**src/rtl/thor2021_pkg.sv**
```systemverilog
// rtl/thor2021_pkg.sv - SM4 constants, S-box, engine state enum and rotate helper
package thor2021_pkg;

    typedef enum logic [2:0] {
        ST_IDLE   = 3'd0,
        ST_KEYEXP = 3'd1,
        ST_KEYED  = 3'd2,
        ST_RUN    = 3'd3,
        ST_DONE   = 3'd4
    } state_e;

    localparam logic [31:0] FK [4] = '{32'ha3b1bac6, 32'h56aa3350, 32'h677d9197, 32'hb27022dc};

    localparam logic [31:0] CK [32] = '{
        32'h00070e15, 32'h1c232a31, 32'h383f464d, 32'h545b6269,
        32'h70777e85, 32'h8c939aa1, 32'ha8afb6bd, 32'hc4cbd2d9,
        32'he0e7eef5, 32'hfc030a11, 32'h181f262d, 32'h343b4249,
        32'h50575e65, 32'h6c737a81, 32'h888f969d, 32'ha4abb2b9,
        32'hc0c7ced5, 32'hdce3eaf1, 32'hf8ff060d, 32'h141b2229,
        32'h30373e45, 32'h4c535a61, 32'h686f767d, 32'h848b9299,
        32'ha0a7aeb5, 32'hbcc3cad1, 32'hd8dfe6ed, 32'hf4fb0209,
        32'h10171e25, 32'h2c333a41, 32'h484f565d, 32'h646b7279
    };

    localparam logic [7:0] SBOX [256] = '{
        8'hd6, 8'h90, 8'he9, 8'hfe, 8'hcc, 8'he1, 8'h3d, 8'hb7, 8'h16, 8'hb6, 8'h14, 8'hc2, 8'h28, 8'hfb, 8'h2c, 8'h05,
        8'h2b, 8'h67, 8'h9a, 8'h76, 8'h2a, 8'hbe, 8'h04, 8'hc3, 8'haa, 8'h44, 8'h13, 8'h26, 8'h49, 8'h86, 8'h06, 8'h99,
        8'h9c, 8'h42, 8'h50, 8'hf4, 8'h91, 8'hef, 8'h98, 8'h7a, 8'h33, 8'h54, 8'h0b, 8'h43, 8'hed, 8'hcf, 8'hac, 8'h62,
        8'he4, 8'hb3, 8'h1c, 8'ha9, 8'hc9, 8'h08, 8'he8, 8'h95, 8'h80, 8'hdf, 8'h94, 8'hfa, 8'h75, 8'h8f, 8'h3f, 8'ha6,
        8'h47, 8'h07, 8'ha7, 8'hfc, 8'hf3, 8'h73, 8'h17, 8'hba, 8'h83, 8'h59, 8'h3c, 8'h19, 8'he6, 8'h85, 8'h4f, 8'ha8,
        8'h68, 8'h6b, 8'h81, 8'hb2, 8'h71, 8'h64, 8'hda, 8'h8b, 8'hf8, 8'heb, 8'h0f, 8'h4b, 8'h70, 8'h56, 8'h9d, 8'h35,
        8'h1e, 8'h24, 8'h0e, 8'h5e, 8'h63, 8'h58, 8'hd1, 8'ha2, 8'h25, 8'h22, 8'h7c, 8'h3b, 8'h01, 8'h21, 8'h78, 8'h87,
        8'hd4, 8'h00, 8'h46, 8'h57, 8'h9f, 8'hd3, 8'h27, 8'h52, 8'h4c, 8'h36, 8'h02, 8'he7, 8'ha0, 8'hc4, 8'hc8, 8'h9e,
        8'hea, 8'hbf, 8'h8a, 8'hd2, 8'h40, 8'hc7, 8'h38, 8'hb5, 8'ha3, 8'hf7, 8'hf2, 8'hce, 8'hf9, 8'h61, 8'h15, 8'ha1,
        8'he0, 8'hae, 8'h5d, 8'ha4, 8'h9b, 8'h34, 8'h1a, 8'h55, 8'had, 8'h93, 8'h32, 8'h30, 8'hf5, 8'h8c, 8'hb1, 8'he3,
        8'h1d, 8'hf6, 8'he2, 8'h2e, 8'h82, 8'h66, 8'hca, 8'h60, 8'hc0, 8'h29, 8'h23, 8'hab, 8'h0d, 8'h53, 8'h4e, 8'h6f,
        8'hd5, 8'hdb, 8'h37, 8'h45, 8'hde, 8'hfd, 8'h8e, 8'h2f, 8'h03, 8'hff, 8'h6a, 8'h72, 8'h6d, 8'h6c, 8'h5b, 8'h51,
        8'h8d, 8'h1b, 8'haf, 8'h92, 8'hbb, 8'hdd, 8'hbc, 8'h7f, 8'h11, 8'hd9, 8'h5c, 8'h41, 8'h1f, 8'h10, 8'h5a, 8'hd8,
        8'h0a, 8'hc1, 8'h31, 8'h88, 8'ha5, 8'hcd, 8'h7b, 8'hbd, 8'h2d, 8'h74, 8'hd0, 8'h12, 8'hb8, 8'he5, 8'hb4, 8'hb0,
        8'h89, 8'h69, 8'h97, 8'h4a, 8'h0c, 8'h96, 8'h77, 8'h7e, 8'h65, 8'hb9, 8'hf1, 8'h09, 8'hc5, 8'h6e, 8'hc6, 8'h84,
        8'h18, 8'hf0, 8'h7d, 8'hec, 8'h3a, 8'hdc, 8'h4d, 8'h20, 8'h79, 8'hee, 8'h5f, 8'h3e, 8'hd7, 8'hcb, 8'h39, 8'h48
    };

    function automatic logic [31:0] rotl32(input logic [31:0] x, input int n);
        return (x << n) | (x >> (32 - n));
    endfunction

endpackage

```
**src/rtl/thor2021_sm4_tfunc.sv**
```systemverilog
// rtl/thor2021_sm4_tfunc.sv - four parallel S-boxes followed by L (data) or L' (key schedule)
module thor2021_sm4_tfunc
    import thor2021_pkg::*;
(
    input  logic [31:0] din,
    input  logic        key_mode,
    output logic [31:0] dout
);

    logic [31:0] b;

    assign b = {SBOX[din[31:24]], SBOX[din[23:16]], SBOX[din[15:8]], SBOX[din[7:0]]};

    always_comb begin
        if (key_mode) begin
            dout = b ^ rotl32(b, 13) ^ rotl32(b, 23);
        end else begin
            dout = b ^ rotl32(b, 2) ^ rotl32(b, 10) ^ rotl32(b, 18) ^ rotl32(b, 24);
        end
    end

endmodule

```
**src/rtl/thor2021_sm4_engine.sv**
```systemverilog
// rtl/thor2021_sm4_engine.sv - iterative SM4 engine, one round per clock, shared T datapath
// Define SM4_DECRYPT_EN to honour in_dir_i (reverse round-key order); otherwise every block is encrypted.
module thor2021_sm4_engine
    import thor2021_pkg::*;
(
    input  logic         clk_i,
    input  logic         rst_ni,
    input  logic         key_valid_i,
    input  logic [127:0] key_i,
    output logic         key_ready_o,
    input  logic         in_valid_i,
    input  logic         in_dir_i,
    input  logic [127:0] in_data_i,
    output logic         in_ready_o,
    output logic         out_valid_o,
    output logic [127:0] out_data_o,
    input  logic         out_ready_i,
    output logic         keyed_o
);

    state_e      state, state_nxt;
    logic [4:0]  cnt;
    logic [31:0] w [4];
    logic [31:0] rk [32];
    logic [4:0]  rk_idx;
    logic [31:0] t_in, t_out, w_new;
    logic        key_xfer, blk_xfer, key_mode;

    assign key_xfer = key_valid_i && key_ready_o;
    assign blk_xfer = in_valid_i && in_ready_o;
    assign key_mode = (state == ST_KEYEXP);

`ifdef SM4_DECRYPT_EN
    logic dir_q;

    always_ff @(posedge clk_i or negedge rst_ni) begin
        if (!rst_ni) begin
            dir_q <= 1'b0;
        end else if (blk_xfer) begin
            dir_q <= in_dir_i;
        end
    end

    // 31 - cnt for a 5-bit counter is its bitwise complement
    assign rk_idx = dir_q ? ~cnt : cnt;
`else
    logic unused_dir;
    assign unused_dir = in_dir_i;
    assign rk_idx     = cnt;
`endif

    // The four words hold K during key expansion and X during a block run
    assign t_in  = w[1] ^ w[2] ^ w[3] ^ (key_mode ? CK[cnt] : rk[rk_idx]);
    assign w_new = w[0] ^ t_out;

    thor2021_sm4_tfunc u_tfunc (
        .din      (t_in),
        .key_mode (key_mode),
        .dout     (t_out)
    );

    always_ff @(posedge clk_i or negedge rst_ni) begin
        if (!rst_ni) begin
            state <= ST_IDLE;
        end else begin
            state <= state_nxt;
        end
    end

    always_comb begin
        state_nxt = state;
        case (state)
            ST_IDLE:   if (key_xfer) state_nxt = ST_KEYEXP;
            ST_KEYEXP: if (cnt == 5'd31) state_nxt = ST_KEYED;
            ST_KEYED: begin
                if (key_xfer) begin
                    state_nxt = ST_KEYEXP;
                end else if (blk_xfer) begin
                    state_nxt = ST_RUN;
                end
            end
            ST_RUN:    if (cnt == 5'd31) state_nxt = ST_DONE;
            ST_DONE:   if (out_ready_i) state_nxt = ST_KEYED;
            default:   state_nxt = ST_IDLE;
        endcase
    end

    always_comb begin
        key_ready_o = 1'b0;
        in_ready_o  = 1'b0;
        out_valid_o = 1'b0;
        keyed_o     = 1'b0;
        case (state)
            ST_IDLE:  key_ready_o = 1'b1;
            ST_KEYED: begin
                key_ready_o = 1'b1;
                in_ready_o  = !key_valid_i;
                keyed_o     = 1'b1;
            end
            ST_RUN:   keyed_o = 1'b1;
            ST_DONE: begin
                out_valid_o = 1'b1;
                keyed_o     = 1'b1;
            end
            default: ;
        endcase
    end

    always_ff @(posedge clk_i or negedge rst_ni) begin
        if (!rst_ni) begin
            cnt <= '0;
            for (int i = 0; i < 4; i++) w[i] <= '0;
        end else if (key_xfer) begin
            cnt  <= '0;
            w[0] <= key_i[127:96] ^ FK[0];
            w[1] <= key_i[95:64]  ^ FK[1];
            w[2] <= key_i[63:32]  ^ FK[2];
            w[3] <= key_i[31:0]   ^ FK[3];
        end else if (blk_xfer) begin
            cnt  <= '0;
            w[0] <= in_data_i[127:96];
            w[1] <= in_data_i[95:64];
            w[2] <= in_data_i[63:32];
            w[3] <= in_data_i[31:0];
        end else if (state == ST_KEYEXP || state == ST_RUN) begin
            cnt  <= cnt + 5'd1;
            w[0] <= w[1];
            w[1] <= w[2];
            w[2] <= w[3];
            w[3] <= w_new;
        end
    end

    always_ff @(posedge clk_i or negedge rst_ni) begin
        if (!rst_ni) begin
            for (int i = 0; i < 32; i++) rk[i] <= '0;
        end else if (state == ST_KEYEXP) begin
            rk[cnt] <= w_new;
        end
    end

    assign out_data_o = {w[3], w[2], w[1], w[0]};

endmodule

```
**config.mk**
```make
export PLATFORM = sky130hd
export DESIGN_NAME = thor2021_sm4_engine
export DESIGN_NICKNAME = d
export VERILOG_FILES = /design/src/rtl/thor2021_pkg.sv /design/src/rtl/thor2021_sm4_tfunc.sv /design/src/rtl/thor2021_sm4_engine.sv
export SDC_FILE = /design/constraint.sdc
export NUM_CORES = 2
export LEC_CHECK = 0
export CAP_MARGIN = 20
export CORE_MARGIN = 10
export CORE_UTILIZATION = 40
export DETAILED_ROUTE_END_ITERATION = 6
export SLEW_MARGIN = 0
export SYNTH_ARGS = -nofsm -noshare
export SYNTH_HDL_FRONTEND = slang
export SYNTH_HIERARCHICAL = 1
export SYNTH_SLANG_ARGS = --single-unit
export TNS_END_PERCENT = 1
```
**constraint.sdc**
```tcl
create_clock -name clk_i -period 8.4 [get_ports clk_i]
set_clock_uncertainty 0.1 [all_clocks]
set_input_delay 0.84 -clock clk_i [delete_from_list [all_inputs] [get_ports clk_i]]
set_output_delay 0.84 -clock clk_i [all_outputs]
set_load 0.05 [all_outputs]
```
==> metrics.md <==
| Metric | Value |
|---|---|
| Outcome | finished clean |
| Largest cells by area after synthesis | dfrtp_1 (40%), a21oi_1 (8.5%), mux4_2 (6.2%), nor2_1 (5.9%), o21ai_0 (4.3%) |
| R2R Path Start | cnt[1] |
| Die area | around 200000 um2 |
| First-pass GRT wire length | 495 mm |
| Post-synth EDFFs | 0 |
| Routability Congestion | just over 1 |
| Number of global-route vias before repair | roughly 67000 |
| RSZ-0062 raised after global routing | false |
| Core area | approximately 180000 um2 |
| CTS tree | built |
| Rel. slew slack | 22.7% |
| CTS clock-pin slew for the worst setup and hold paths | 0.06 ns |
| Routed length per placed instance | 31.2 um |
| Num ports | 394 |
| Core Rows | ~160 |
| Syn Nets | roughly 8600 |
| Crit share post-route | 94.3% |
| Max-cap violations | 0 |
| ANT nets after route | 0 |
| Worst R2R Path Depth | 26 |
| HPWL Detailed | 246 mm |
| Hold Crit Class | primary input to asynchronous set/reset pin |
| Initial Utilization | about two fifths |
| Die Wd | 447 um |
| Asr flop ratio synth | 100% |
| Crit path max fanout | approximately 70 |
| Dpl cell area | 82700 um2 |
| Initial DRT Pass Iterations | 6 |
| # nets final | approximately 9000 |
| Register area share after synthesis | 39.8% |
| CP required | about 9 ns |
| Root Driver | clkbuf_16 |
| Sink Count | 1160 |
| Cts hold-fix bufs | 0 |
| Worst Setup End Kind | flop |
| Via Count | 69632 |
| Post-CTS sizing | 0 |
| Leading area contributor after synthesis | dfrtp_1 |
| Max Root-Sink Buffers | 3 |
| Flop-to-flop setup slack | 0.47 ns |
| Crit path time final | 7.93 ns |
| DRC viols | 0 |
| Slew Limit Fails | 0 |
| Synth warn | 6 |
| Final setup vio count | 0 |
| Hold Vio Cnt, Final | 0 |
| Max Fclk | ~0.13 GHz |
| Setup TNS | 0 ns |
| Avg Inst Size Synth | 8.78 um2 |
| Fillcell total | 17317 |
| Initial antenna violation count | 8 |
| Cell variety after synth | 120 |
| Area grow syn2layout | 19.3% |
| Total routed wirelength | 348 mm |
| Post-CTS setup buffer count | 0 |
| Post-synth top flop | dfrtp_1 |
| Cells after synthesis | 8310 |
| Tot GR Track Use | 33.6% |
| Clk_lat worst skew | 0.80 ns |
| FF+latch count, synth | approximately 1200 |
| Reg2reg end | out_data_o[101] |
| Crit path DAT | 8.52 ns |
| Port-buffer cells | about 390 |
| Ratio of cells with drive above 1 in the final layout | 15.4% |
| Die Y | 447 um |
| Cell area after layout | 87100 um2 |
| Num CTS Buffers | approximately 130 |
| Largest net degree at the start of global routing | 194 |
| DRT iter0 DRCs | 8500 |
| Worst slew pin tran | 1.16 ns |
| Startpoint types | flop |
| Crit path kind | flop to flop |
| CTS H-tree lvls | 4 |
| Synth Cell Area | between 70000 and 80000 um2 |
| GRT overflow | 0 |
| Top-area cell type share of the netlist area | 39.8% |
| Vias per cell | 6.25 |
[kinds of logic after synthesis]
family | synth area share (%)
AO/OA/AOI/OAI | 22.7
buffers and inverters | 6.03
XOR/XNOR | 3.43
adder cells (fa/ha/maj) | 1.15
multiplexers | 11.2
AND/OR/NAND/NOR | 15.7
flip-flops | 39.8
[metal layers]
layer	track usage [%]	up-vias	wire, um
li1	-	30531	-
met1	44.3	34500	140000
met2	52.1	3738	156000
met3	6.89	857	30000
met4	17.4	6	21400
met5	0	-	42
[worst max path at each step]
stage,start,endpoint,cells past startpoint
detailed placement,cnt[1],out_data_o[101],26
global route,cnt[1],out_data_o[101],26
CTS,cnt[1],out_data_o[101],26
finish,cnt[1],out_data_o[101],26
floorplan,cnt[0],rk[129],25
global placement,cnt[1],out_data_o[122],26
[flip-flops by register name, summed over array words and instances (netlist names)]
register,cells
cnt,5
state,3
out_data_o,128
rk,1024
[cells in the mapped netlist (all sizes together), types with 106 or more instances]
library cell and count:
nor2 1175, nand2 684, a21oi 1239, o21ai 665
buf 466, clkbuf 393, nand2b 115, mux2i 299
nor2b 106, nor3 136, dfrtp 1160, xnor2 226
mux4 202, nand3 149
[layout make-up]
class | count | area [um2] | area share (%)
inverter | 53 | 200 | 0.230
timing repair buffer | 1080 | 10400 | 11.9
clock buffer | 197 | 3830 | 4.39
antenna | 4 | 10.0 | 0.0115
tap | 2370 | 2970 | 3.41
sequential | 1160 | 29000 | 33.3
clock inverter | 34 | 520 | 0.598
multi-input combinational | 6238 | 40200 | 46.1
[critical path, cell delays in order (launching register included)]
cell,delay (ns)
dfrtp_4,0.73
nor2b_4,0.96
buf_4,0.40
a22oi_1,0.10
a21oi_1,0.17
o21ai_0,0.19
o21ai_0,0.47
xnor2_2,0.21
buf_12,0.31
buf_4,0.44
nor2_1,0.21
buf_4,0.19
o21ai_0,0.40
a21oi_1,0.12
o41ai_1,0.47
buf_4,0.20
o221ai_1,0.17
buf_4,0.22
xnor2_1,0.23
xnor2_1,0.15
o21ai_1,0.09
xnor2_1,0.36
buf_4,0.19
xnor2_2,0.12
a211oi_1,0.35
a21oi_1,0.07
a21oi_1,0.16
[metrics by stage]
step,hold WS (ns),utilization [%],setup WS [ns],std cells
2_1_floorplan,0.345,-,2.19,8310
3_3_place_gp,0.357,45.7,0.615,10900
3_5_place_dp,0.366,45.7,0.667,10901
4_1_cts,0.0295,48.1,0.597,11132
5_1_grt,0.0646,48.1,0.265,11134
6_report,0.0223,48.1,0.475,11136
[cell usage in the layout (no fill, tap or decap), types with 101 or more instances in the layout]
cell and instances:
mux2i_1 299, clkbuf_16 132, nand2b_1 113, a21oi_1 1237
xnor2_1 160, clkdlybuf4s50_1 391, buf_4 587, nor2_1 1148
mux4_2 202, buf_12 101, nand3_1 147, o21ai_0 631
nand2_1 670, dfrtp_1 1157, nor3_1 132
Power is not shown: default switching activity piles up to over one toggle a cycle in this logic, so the estimate is an artifact.
